**src/rtl/painter_pkg.sv**
```systemverilog
// Shared grid geometry, FSM state encoding and small helpers for the
// grid path painter.
package painter_pkg;

  localparam int GRID_W     = 64;
  localparam int GRID_H     = 60;
  localparam int GRID_WORDS = 960;

  typedef enum logic [2:0] {
    IDLE,
    PAINT_WR,
    CLR_RD,
    CLR_WAIT,
    CLR_WR,
    CLR_DONE
  } state_t;

  // One-hot byte enable for a byte lane within a 32-bit word.
  function automatic logic [3:0] lane_onehot(input logic [1:0] lane);
    return 4'b0001 << lane;
  endfunction

endpackage

```
**src/rtl/painter_fifo.sv**
```systemverilog
// Cell-command FIFO: stores 12-bit cell indices, exposes occupancy count.
// A push into a full FIFO is accepted when a pop happens in the same cycle.
module painter_fifo #(
  parameter int DEPTH = 8,
  parameter int WIDTH = 12
) (
  input  logic                     clk,
  input  logic                     reset,
  input  logic                     push,
  input  logic [WIDTH-1:0]         wdata,
  input  logic                     pop,
  output logic [WIDTH-1:0]         rdata,
  output logic [$clog2(DEPTH):0]   count,
  output logic                     full,
  output logic                     empty
);

  localparam int AW = $clog2(DEPTH);

  logic [WIDTH-1:0] mem [DEPTH];
  logic [AW-1:0]    rd_ptr;
  logic [AW-1:0]    wr_ptr;
  logic             do_push;
  logic             do_pop;

  assign full    = (count == (AW+1)'(DEPTH));
  assign empty   = (count == '0);
  assign do_pop  = pop && !empty;
  assign do_push = push && (!full || do_pop);
  assign rdata   = mem[rd_ptr];

  // Pointer and occupancy bookkeeping.
  always_ff @(posedge clk) begin
    if (reset) begin
      rd_ptr <= '0;
      wr_ptr <= '0;
      count  <= '0;
    end else begin
      if (do_push) wr_ptr <= wr_ptr + 1'b1;
      if (do_pop)  rd_ptr <= rd_ptr + 1'b1;
      if (do_push && !do_pop)      count <= count + 1'b1;
      else if (do_pop && !do_push) count <= count - 1'b1;
    end
  end

  // Entry storage; contents need no reset since count gates validity.
  always_ff @(posedge clk) begin
    if (do_push) mem[wr_ptr] <= wdata;
  end

endmodule

```
**src/rtl/grid_path_painter.sv**
```systemverilog
// Grid path painter: paints queued cells into a 64x60 byte-per-cell
// framebuffer over Avalon-MM, and on request sweeps all 960 words replacing
// PATH_COLOR bytes with EMPTY_COLOR.
// Optional feature macro: PAINTER_BOUNDS_CHECK_EN drops pushes with row > 59
// and counts them in err_count (saturating).
module grid_path_painter
  import painter_pkg::*;
#(
  parameter logic [7:0] PATH_COLOR  = 8'd3,
  parameter logic [7:0] EMPTY_COLOR = 8'd0,
  parameter int         FIFO_DEPTH  = 8
) (
  input  logic        Clk,
  input  logic        Reset,
  input  logic        push_valid,
  output logic        push_ready,
  input  logic [5:0]  push_x,
  input  logic [5:0]  push_y,
  input  logic        clear_start,
  output logic        busy,
  output logic        clear_done,
  output logic [9:0]  AVM_ADDRESS,
  output logic        AVM_READ,
  output logic        AVM_WRITE,
  output logic [3:0]  AVM_BYTE_EN,
  output logic [31:0] AVM_WRITEDATA,
  input  logic [31:0] AVM_READDATA,
  input  logic        AVM_READDATAVALID,
  input  logic        AVM_WAIT_REQUEST,
  output logic [7:0]  err_count
);

  localparam logic [5:0] Y_LAST    = 6'(GRID_H - 1);
  localparam logic [9:0] WORD_LAST = 10'(GRID_WORDS - 1);
  localparam int         CW        = $clog2(FIFO_DEPTH) + 1;

  state_t        state;
  logic          pending;
  logic [9:0]    word_ptr;
  logic [11:0]   push_index;
  logic [11:0]   head;
  logic [CW-1:0] fifo_count;
  logic          fifo_full;
  logic          fifo_empty;
  logic          fifo_pop;
  logic          accept;
  logic          enqueue;
  logic          in_clear;
  logic          last_word;
  logic [3:0]    match_mask;

  // Cell index = x + 64*y, which is simply the concatenation.
  assign push_index = {push_y, push_x};
  assign accept     = push_valid && push_ready;
  assign fifo_pop   = (state == PAINT_WR) && !AVM_WAIT_REQUEST;
  assign push_ready = !fifo_full || fifo_pop;
  assign in_clear   = (state == CLR_RD) || (state == CLR_WAIT) ||
                      (state == CLR_WR) || (state == CLR_DONE);
  assign last_word  = (word_ptr == WORD_LAST);
  assign busy       = (fifo_count != '0) || pending || (state != IDLE);

`ifdef PAINTER_BOUNDS_CHECK_EN
  assign enqueue = accept && (push_y <= Y_LAST);

  // Count rejected rows, saturating at 255.
  always_ff @(posedge Clk) begin
    if (Reset) begin
      err_count <= '0;
    end else if (accept && (push_y > Y_LAST) && (err_count != 8'hFF)) begin
      err_count <= err_count + 8'd1;
    end
  end
`else
  assign enqueue   = accept;
  assign err_count = '0;
`endif

  painter_fifo #(
    .DEPTH (FIFO_DEPTH),
    .WIDTH (12)
  ) u_fifo (
    .clk   (Clk),
    .reset (Reset),
    .push  (enqueue),
    .wdata (push_index),
    .pop   (fifo_pop),
    .rdata (head),
    .count (fifo_count),
    .full  (fifo_full),
    .empty (fifo_empty)
  );

  // Byte lanes of the returned word that hold the path color.
  always_comb begin
    match_mask = '0;
    for (int i = 0; i < 4; i++) begin
      match_mask[i] = (AVM_READDATA[8*i +: 8] == PATH_COLOR);
    end
  end

  // Sequencer for paint writes and the read-modify-write clear sweep.
  always_ff @(posedge Clk) begin
    if (Reset) begin
      state         <= IDLE;
      pending       <= 1'b0;
      word_ptr      <= '0;
      clear_done    <= 1'b0;
      AVM_ADDRESS   <= '0;
      AVM_READ      <= 1'b0;
      AVM_WRITE     <= 1'b0;
      AVM_BYTE_EN   <= '0;
      AVM_WRITEDATA <= '0;
    end else begin
      clear_done <= 1'b0;
      case (state)
        IDLE: begin
          if (pending) begin
            pending     <= 1'b0;
            word_ptr    <= '0;
            AVM_ADDRESS <= '0;
            AVM_BYTE_EN <= 4'hF;
            AVM_READ    <= 1'b1;
            state       <= CLR_RD;
          end else if (!fifo_empty) begin
            AVM_ADDRESS   <= head[11:2];
            AVM_BYTE_EN   <= lane_onehot(head[1:0]);
            AVM_WRITEDATA <= {4{PATH_COLOR}};
            AVM_WRITE     <= 1'b1;
            state         <= PAINT_WR;
          end
        end
        PAINT_WR: begin
          if (!AVM_WAIT_REQUEST) begin
            AVM_WRITE <= 1'b0;
            state     <= IDLE;
          end
        end
        CLR_RD: begin
          if (!AVM_WAIT_REQUEST) begin
            AVM_READ <= 1'b0;
            state    <= CLR_WAIT;
          end
        end
        CLR_WAIT: begin
          if (AVM_READDATAVALID) begin
            if (match_mask != 4'b0000) begin
              AVM_BYTE_EN   <= match_mask;
              AVM_WRITEDATA <= {4{EMPTY_COLOR}};
              AVM_WRITE     <= 1'b1;
              state         <= CLR_WR;
            end else if (last_word) begin
              clear_done <= 1'b1;
              state      <= CLR_DONE;
            end else begin
              word_ptr    <= word_ptr + 10'd1;
              AVM_ADDRESS <= word_ptr + 10'd1;
              AVM_BYTE_EN <= 4'hF;
              AVM_READ    <= 1'b1;
              state       <= CLR_RD;
            end
          end
        end
        CLR_WR: begin
          if (!AVM_WAIT_REQUEST) begin
            AVM_WRITE <= 1'b0;
            if (last_word) begin
              clear_done <= 1'b1;
              state      <= CLR_DONE;
            end else begin
              word_ptr    <= word_ptr + 10'd1;
              AVM_ADDRESS <= word_ptr + 10'd1;
              AVM_BYTE_EN <= 4'hF;
              AVM_READ    <= 1'b1;
              state       <= CLR_RD;
            end
          end
        end
        CLR_DONE: state <= IDLE;
        default:  state <= IDLE;
      endcase
      // A request arriving while a sweep is underway (or about to start) is dropped.
      if (clear_start && !in_clear && !(state == IDLE && pending)) begin
        pending <= 1'b1;
      end
    end
  end

endmodule
```
**config.mk**
```make
export PLATFORM = sky130hd
export DESIGN_NAME = grid_path_painter
export DESIGN_NICKNAME = d
export VERILOG_FILES = /design/src/rtl/painter_pkg.sv /design/src/rtl/painter_fifo.sv /design/src/rtl/grid_path_painter.sv
export SDC_FILE = /design/constraint.sdc
export NUM_CORES = 1
export LEC_CHECK = 0
export BUFFER_PORTS_ARGS = -buffer_cell sky130_fd_sc_hd__buf_4
export CORE_UTILIZATION = 43
export DETAILED_ROUTE_END_ITERATION = 10
export GPL_ROUTABILITY_DRIVEN = 0
export PLACE_DENSITY = 0.7
export SLEW_MARGIN = 10
export SYNTH_ARGS = -nofsm -noshare
export SYNTH_HDL_FRONTEND = slang
export SYNTH_SLANG_ARGS = --single-unit
```
**constraint.sdc**
```tcl
create_clock -name Clk -period 5.4 [get_ports Clk]
set_clock_uncertainty 0.05 [all_clocks]
set_input_delay 0 -clock Clk [delete_from_list [all_inputs] [get_ports Clk]]
set_output_delay 0 -clock Clk [all_outputs]
set_load 0.02 [all_outputs]
```
Yosys cells after proc, flatten, opt, wreduce, memory -nomap -nowiden

Memories as Yosys holds them, arrays and structs flattened. A register that Yosys moved wholly into a read port is not among the register bits.
Cells that the tools add are included.

Add/sub/neg operators: 5
Eq/ne operators: 22
Shift operators: 1
Multiplexer cells: 59
Reductions and logical operators: 42

Operator list:

| kind                  | count |
|---|---|
| $mux 32               | 4 |
| $mux 10               | 11 |
| $pmux 32 s2           | 1 |
| $pmux 10 s3           | 2 |
| $eq 8x2->1 const B    | 4 |
| $mux 4                | 8 |
| $mux 3                | 10 |
| $reduce_and 5->1      | 4 |
| $mux 1                | 18 |
| $ne 2x2->1 const B    | 9 |
| $pmux 3 s5            | 1 |
| $pmux 4 s3            | 1 |
| $reduce_and 6->1      | 2 |
| $reduce_bool 4->1     | 3 |
| $add 10x1->10 const B | 1 |
| $eq 10x10->1 const B  | 1 |
| $logic_and 1x1->1     | 9 |
| $reduce_bool 3->1     | 3 |
| $logic_not 1->1       | 7 |
| $logic_or 1x1->1      | 7 |
| $add 3x1->3 const B   | 2 |
| $eq 3x2->1 const B    | 2 |
| $eq 3x3->1 const B    | 2 |
| $reduce_bool 2->1     | 3 |
| 14 further kinds      | 14 |

Bits in registers: 73
Bits in writable memories: 96
Input port bits: 50
Output and inout bits: 59
Word-level logic and storage cells: 142
Memories kept: 1

Memories:

| memory     | words | width | rd ports | clocked after memory_dff | write ports | line               | RTL |
|---|---|---|---|---|---|---|---|
| u_fifo.mem | 8     | 12    | 1        | 1                        | 1           | painter_fifo.sv:20 | `logic [WIDTH-1:0] mem [DEPTH];` |

Longest topological paths before layout

Word-level depth: 9
Mapped depth: 13
Depth with buffers taken out: 12

Modules after synthesis

From an unflattened synthesis, not the netlist that was laid out.

Cells, all modules: 513
Area, all modules: 6647.6 µm²

By module, submodules not included:

| module            | instances | cells each | area each (µm²) | seq. area each (µm²) |
|---|---|---|---|---|
| painter_fifo      | 1         | 212        | 4274.1          | 3143.0 |
| grid_path_painter | 1         | 301        | 2373.5          | 640.6 |

Least setup slack after synthesis

Ideal clock, no wire load.

Path type: register to register
Start: reg state[2]
End: mem u_fifo.mem[0][0] (enable)
Setup time: 0.412 ns
Arrival: 2.586 ns
Data required time: 4.938 ns
Slack: 2.352 ns
Stages on the path, launching flop included: 6
Buffers on the path: 1
Period minus slack after synthesis: 3.048 ns
Cells stage by stage: dfxtp_1 -> buf_2 -> or4b_1 -> nand3_1 -> nand2_1 -> nor4_1

Cells in the longest elaborated chain, start to end: 7
Elaborated cells on any way between the ends: 9
Classes of those cells: eq/ne: 1; mux: 2; reduce/logical: 6

Ends and longest elaborated chain:

| element                      | line                     | RTL |
|---|---|---|
| start: declaration           | grid_path_painter.sv:37  | `state_t state;` |
| start signal: assignment     | grid_path_painter.sv:104 | `state <= IDLE;` |
| start signal: assignment     | grid_path_painter.sv:123 | `state <= CLR_RD;` |
| start signal: assignment     | grid_path_painter.sv:129 | `state <= PAINT_WR;` |
| $eq 3x1->1                   | grid_path_painter.sv:55  | `assign fifo_pop = (state == PAINT_WR) && !AVM_WAIT_REQUEST;` |
| $logic_and 1x1->1            | grid_path_painter.sv:55  |  |
| $logic_or 1x1->1             | grid_path_painter.sv:56  | `assign push_ready = !fifo_full \|\| fifo_pop;` |
| via push_ready               | grid_path_painter.sv:16  | `output logic push_ready,` |
| $logic_and 1x1->1            | grid_path_painter.sv:54  | `assign accept = push_valid && push_ready;` |
| $logic_and 1x1->1            | painter_fifo.sv:29       | `assign do_push = push && (!full \|\| do_pop);` |
| $mux 1                       | painter_fifo.sv:48       | `if (do_push) mem[wr_ptr] <= wdata;` |
| $mux 1 (not written as such) | painter_fifo.sv:48       |  |
| end: declaration             | painter_fifo.sv:20       |  |

The timed path passes the listed nets, and every way through them passes these cells.

Worst setup path after layout

Start: reg state[2]
End: reg word_ptr[2]

Cells in the longest elaborated chain, start to end: 3
Elaborated cells on any way between the ends: 10
Classes of those cells: eq/ne: 6; mux: 1; reduce/logical: 3

Ends and longest elaborated chain:

| element                                                          | line                     | RTL |
|---|---|---|
| $eq 3x2->1 (tied with other cells)                               | grid_path_painter.sv:115 | `case (state)` |
| $ne 2x2->1 (no line) / $reduce_bool 3->1 (equally long branches) | -                        |  |
| $reduce_and 5->1 (no line)                                       | -                        |  |
| end signal: assignment                                           | grid_path_painter.sv:155 | `word_ptr <= word_ptr + 10'd1;` |
| end signal: assignment                                           | grid_path_painter.sv:170 | `word_ptr <= word_ptr + 10'd1;` |
| end: declaration                                                 | grid_path_painter.sv:39  | `logic [9:0] word_ptr;` |

Several ways; a longest one is shown, not always the timed one.
A chain may end at the register's enable or synchronous reset.

==> results.md <==
- Commonest non-fill, non-tap cell in the layout: edfxtp_1
- Failing checks: DRC
- Final design utilization: 0.537
- Initial antenna violation count: 0
- Num Clock Sinks: between 100 and 150
- FFs w/ async S/R, synth: 0
- Startpoint types: flop
- Yosys cell types: 61
- Proportion of layout cells with a drive suffix above 1: 0.291
- Cells after Synth: ~500
- Final ANT Viol Nets: 0
- Final TNS setup: 0 ns
- EDFF count, synth: 96
- Grt ovf: 0
- Sequential area share after synthesis: 0.577
- # port buffers: 76
- Nets: about 650
- Via Count: around 4,200
- Fillers: 1,201
- Clk root buf: clkbuf_16
- Clk buf depth: 2
- Ys flop type: edfxtp_1
- CTS buffer count: 17
- Drt wl/cell: 16.8 um
- Slew margin rel.: 0.253
- WP data required: 5.66 ns
- Dpl ws: roughly 1.9 ns
- Clock transition at path regs: approximately 0.060 ns
- Gr usage total: 0.175
- Post-Layout Cell Count: a little under 800
- Synth Area per Inst: 13.1 sq um
- Largest net degree at the start of global routing: 40
- Commonest cells after routing, fill and taps aside: edfxtp_1 (96), buf_4 (86), nor2_1 (51)
- Diode count: 0
- Resized Gates After CTS: 0
- Vias in the first global route: 4,079
- CP Max Fanout: 23
- # Post-CTS Setup Buffers: 0
- CTS tree: yes
- DR vias/cell: roughly 5.3
- First-pass DRT Iterations: 10
- Final slew viol count: 0
- Ys Warns: 0
- Final setup fails: 0
- Chip width: 126 um
- Area Growth Syn to Fin: 20.4%
- Placed Cells: between 700 and 800
- CP arrival: about 3.9 ns
- Worst-Skew Late Latency: ~0.42 ns
- Pleak: between 2 and 3 nW
- Detailed Route WL: approximately 13 mm
- Initial DRC Count: between 300 and 400
- Max IR drop VDD: approximately 0.23 mV
- Site Rows: between 40 and 50
- Least-Margin Pin Slew: 1.11 ns
- DRC: 19
- Tightest Hold Check Type: in -> reg
- Initial Utilization: 0.446
- Core area: ~15,000 sq um
- Final Critical Period: roughly 3.6 ns
- Fmax: about 0.28 GHz
- First-pass GRT wire length: 20.6 mm
- HPWL Detailed: 8.61 mm
- Final Cycle Share: 0.669
- I/O pins: 109
- Die area: ~16,000 sq um
- Status: complete, but fails checks
- Hold Violations, Final: 0
- PnR worst setup slack: ~1.8 ns
- Setup crit end kind: flop
- H-tree depth: 4
- Register bit total from synthesis: 141
- Die Ht: 126 um
- Pwr/cell area: between 400 and 500 nW/um^2
- WS Path Type: reg -> reg
- # Max-Cap Violations: 0
- Cell area after synthesis: between 6000 and 7000 sq um
- Unrepaired setup endpoints after global routing: false
## critical path, stage by stage (launching register included)
cell      delay (ns)
dfxtp_1         0.69
nand3b_1        0.40
a21boi_2        0.92
nor2_8          0.01
nor3_2          0.87
o21ai_0         0.22
a32o_1          0.32
## flip-flops by register name, indices dropped and copies added (netlist names), named ones only
| signal | cells |
|---|---|
| u_fifo.mem | 96 |
| AVM_ADDRESS | 10 |
| word_ptr | 10 |
| AVM_BYTE_EN | 4 |
| u_fifo.count | 4 |
| state | 3 |
| u_fifo.rd_ptr | 3 |
| u_fifo.wr_ptr | 3 |
| AVM_READ | 1 |
| AVM_WRITE | 1 |
| AVM_WRITEDATA | 1 |
| clear_done | 1 |
| pending | 1 |
## kinds of logic after synthesis
group,Yosys count,share of synthesized area
simple gates,137,0.108
compound gates,79,0.0883
flops,141,0.577
other cells,1,0.000572
mux,47,0.119
fa+ha+maj,7,0.0145
buf+inv,71,0.0713
xor+xnor,16,0.0214
## Yosys cell counts (2+ instances only)
| cell type | number | area share |
|---|---|---|
| edfxtp_1 | 96 | 0.44 |
| nor2_1 | 51 | 0.029 |
| dfxtp_1 | 45 | 0.14 |
| buf_4 | 40 | 0.046 |
| nand2_1 | 26 | 0.015 |
| mux4_2 | 24 | 0.082 |
| a21oi_1 | 20 | 0.015 |
| mux2i_1 | 14 | 0.021 |
| xnor2_1 | 12 | 0.016 |
| clkbuf_1 | 11 | 0.0063 |
| nor3_1 | 11 | 0.0084 |
| nor4_1 | 11 | 0.010 |
| o21ai_0 | 10 | 0.0076 |
| mux2_2 | 9 | 0.015 |
| a211oi_2 | 7 | 0.013 |
| nand2b_1 | 7 | 0.0067 |
| buf_6 | 6 | 0.010 |
| ha_1 | 6 | 0.011 |
| nand3_1 | 6 | 0.0046 |
| nand4_1 | 6 | 0.0057 |
| a21o_1 | 5 | 0.0057 |
| buf_2 | 5 | 0.0038 |
| o211a_1 | 5 | 0.0076 |
| a32o_1 | 4 | 0.0061 |
| inv_1 | 4 | 0.0023 |
| o211ai_1 | 4 | 0.0046 |
| o21ai_1 | 4 | 0.0031 |
| xor2_1 | 4 | 0.0053 |
| a21oi_2 | 3 | 0.0040 |
| a31oi_1 | 3 | 0.0029 |
| buf_1 | 3 | 0.0017 |
| nand2b_4 | 3 | 0.0063 |
| o22a_1 | 3 | 0.0040 |
| nor2b_1 | 2 | 0.0019 |
| nor3_2 | 2 | 0.0031 |
| o2111ai_1 | 2 | 0.0027 |
## metrics by stage
step	cell area [sq um]	hold slack (ns)	total power (W)
2_1_floorplan	6680	0.0470	0.00220
3_3_place_gp	7120	0.179	0.00242
3_5_place_dp	7120	0.190	0.00244
4_1_cts	7900	0.154	0.00362
5_1_grt	7900	0.199	0.00376
6_report	7900	0.179	0.00358
## layer usage
| layer | global-route usage | vias to the layer above | part of all wire |
|---|---|---|---|
| met1 | 0.205 | 2037 | 0.40 |
| met3 | 0.0428 | 10 | 0.058 |
| met5 | 0 | - | 0 |
| li1 | - | 1982 | - |
| met4 | 0.0753 | 0 | 0.010 |
| met2 | 0.304 | 141 | 0.53 |
## final timing paths
path,startpoint,endpoint,slack [ns],cells past startpoint
setup / recovery,state[2],word_ptr[2],1.79,6
hold / removal,AVM_READDATA[16],AVM_BYTE_EN[2],0.18,6
setup reg to reg,state[2],word_ptr[2],1.79,6
hold reg to reg,AVM_ADDRESS[6],AVM_ADDRESS[6],0.43,2
## report_power, final
group	switching [W]	internal (W)
clock	0.000493	0.000659
sequential	0.000112	0.00128
combinational	0.000563	0.000472
## area by class of cell
type                    instances  area [sq um]  area share
multi-input cells             318          2440       0.309
flip-flops and latches        141          3780       0.479
clock inverters                15           169      0.0214
clock buffers                  17           425      0.0539
repair buffers                104           826       0.105
well taps                     184           230      0.0292
inverters                       6          22.5     0.00285
## timing repair
| item | CTS | global route |
|---|---|---|
| endpoints found under the setup margin | 0 | 0 |
| hold endpoints to repair | 120 | 0 |
| hold buffers | 18 | 0 |
Power figures use the tool's default switching activity.
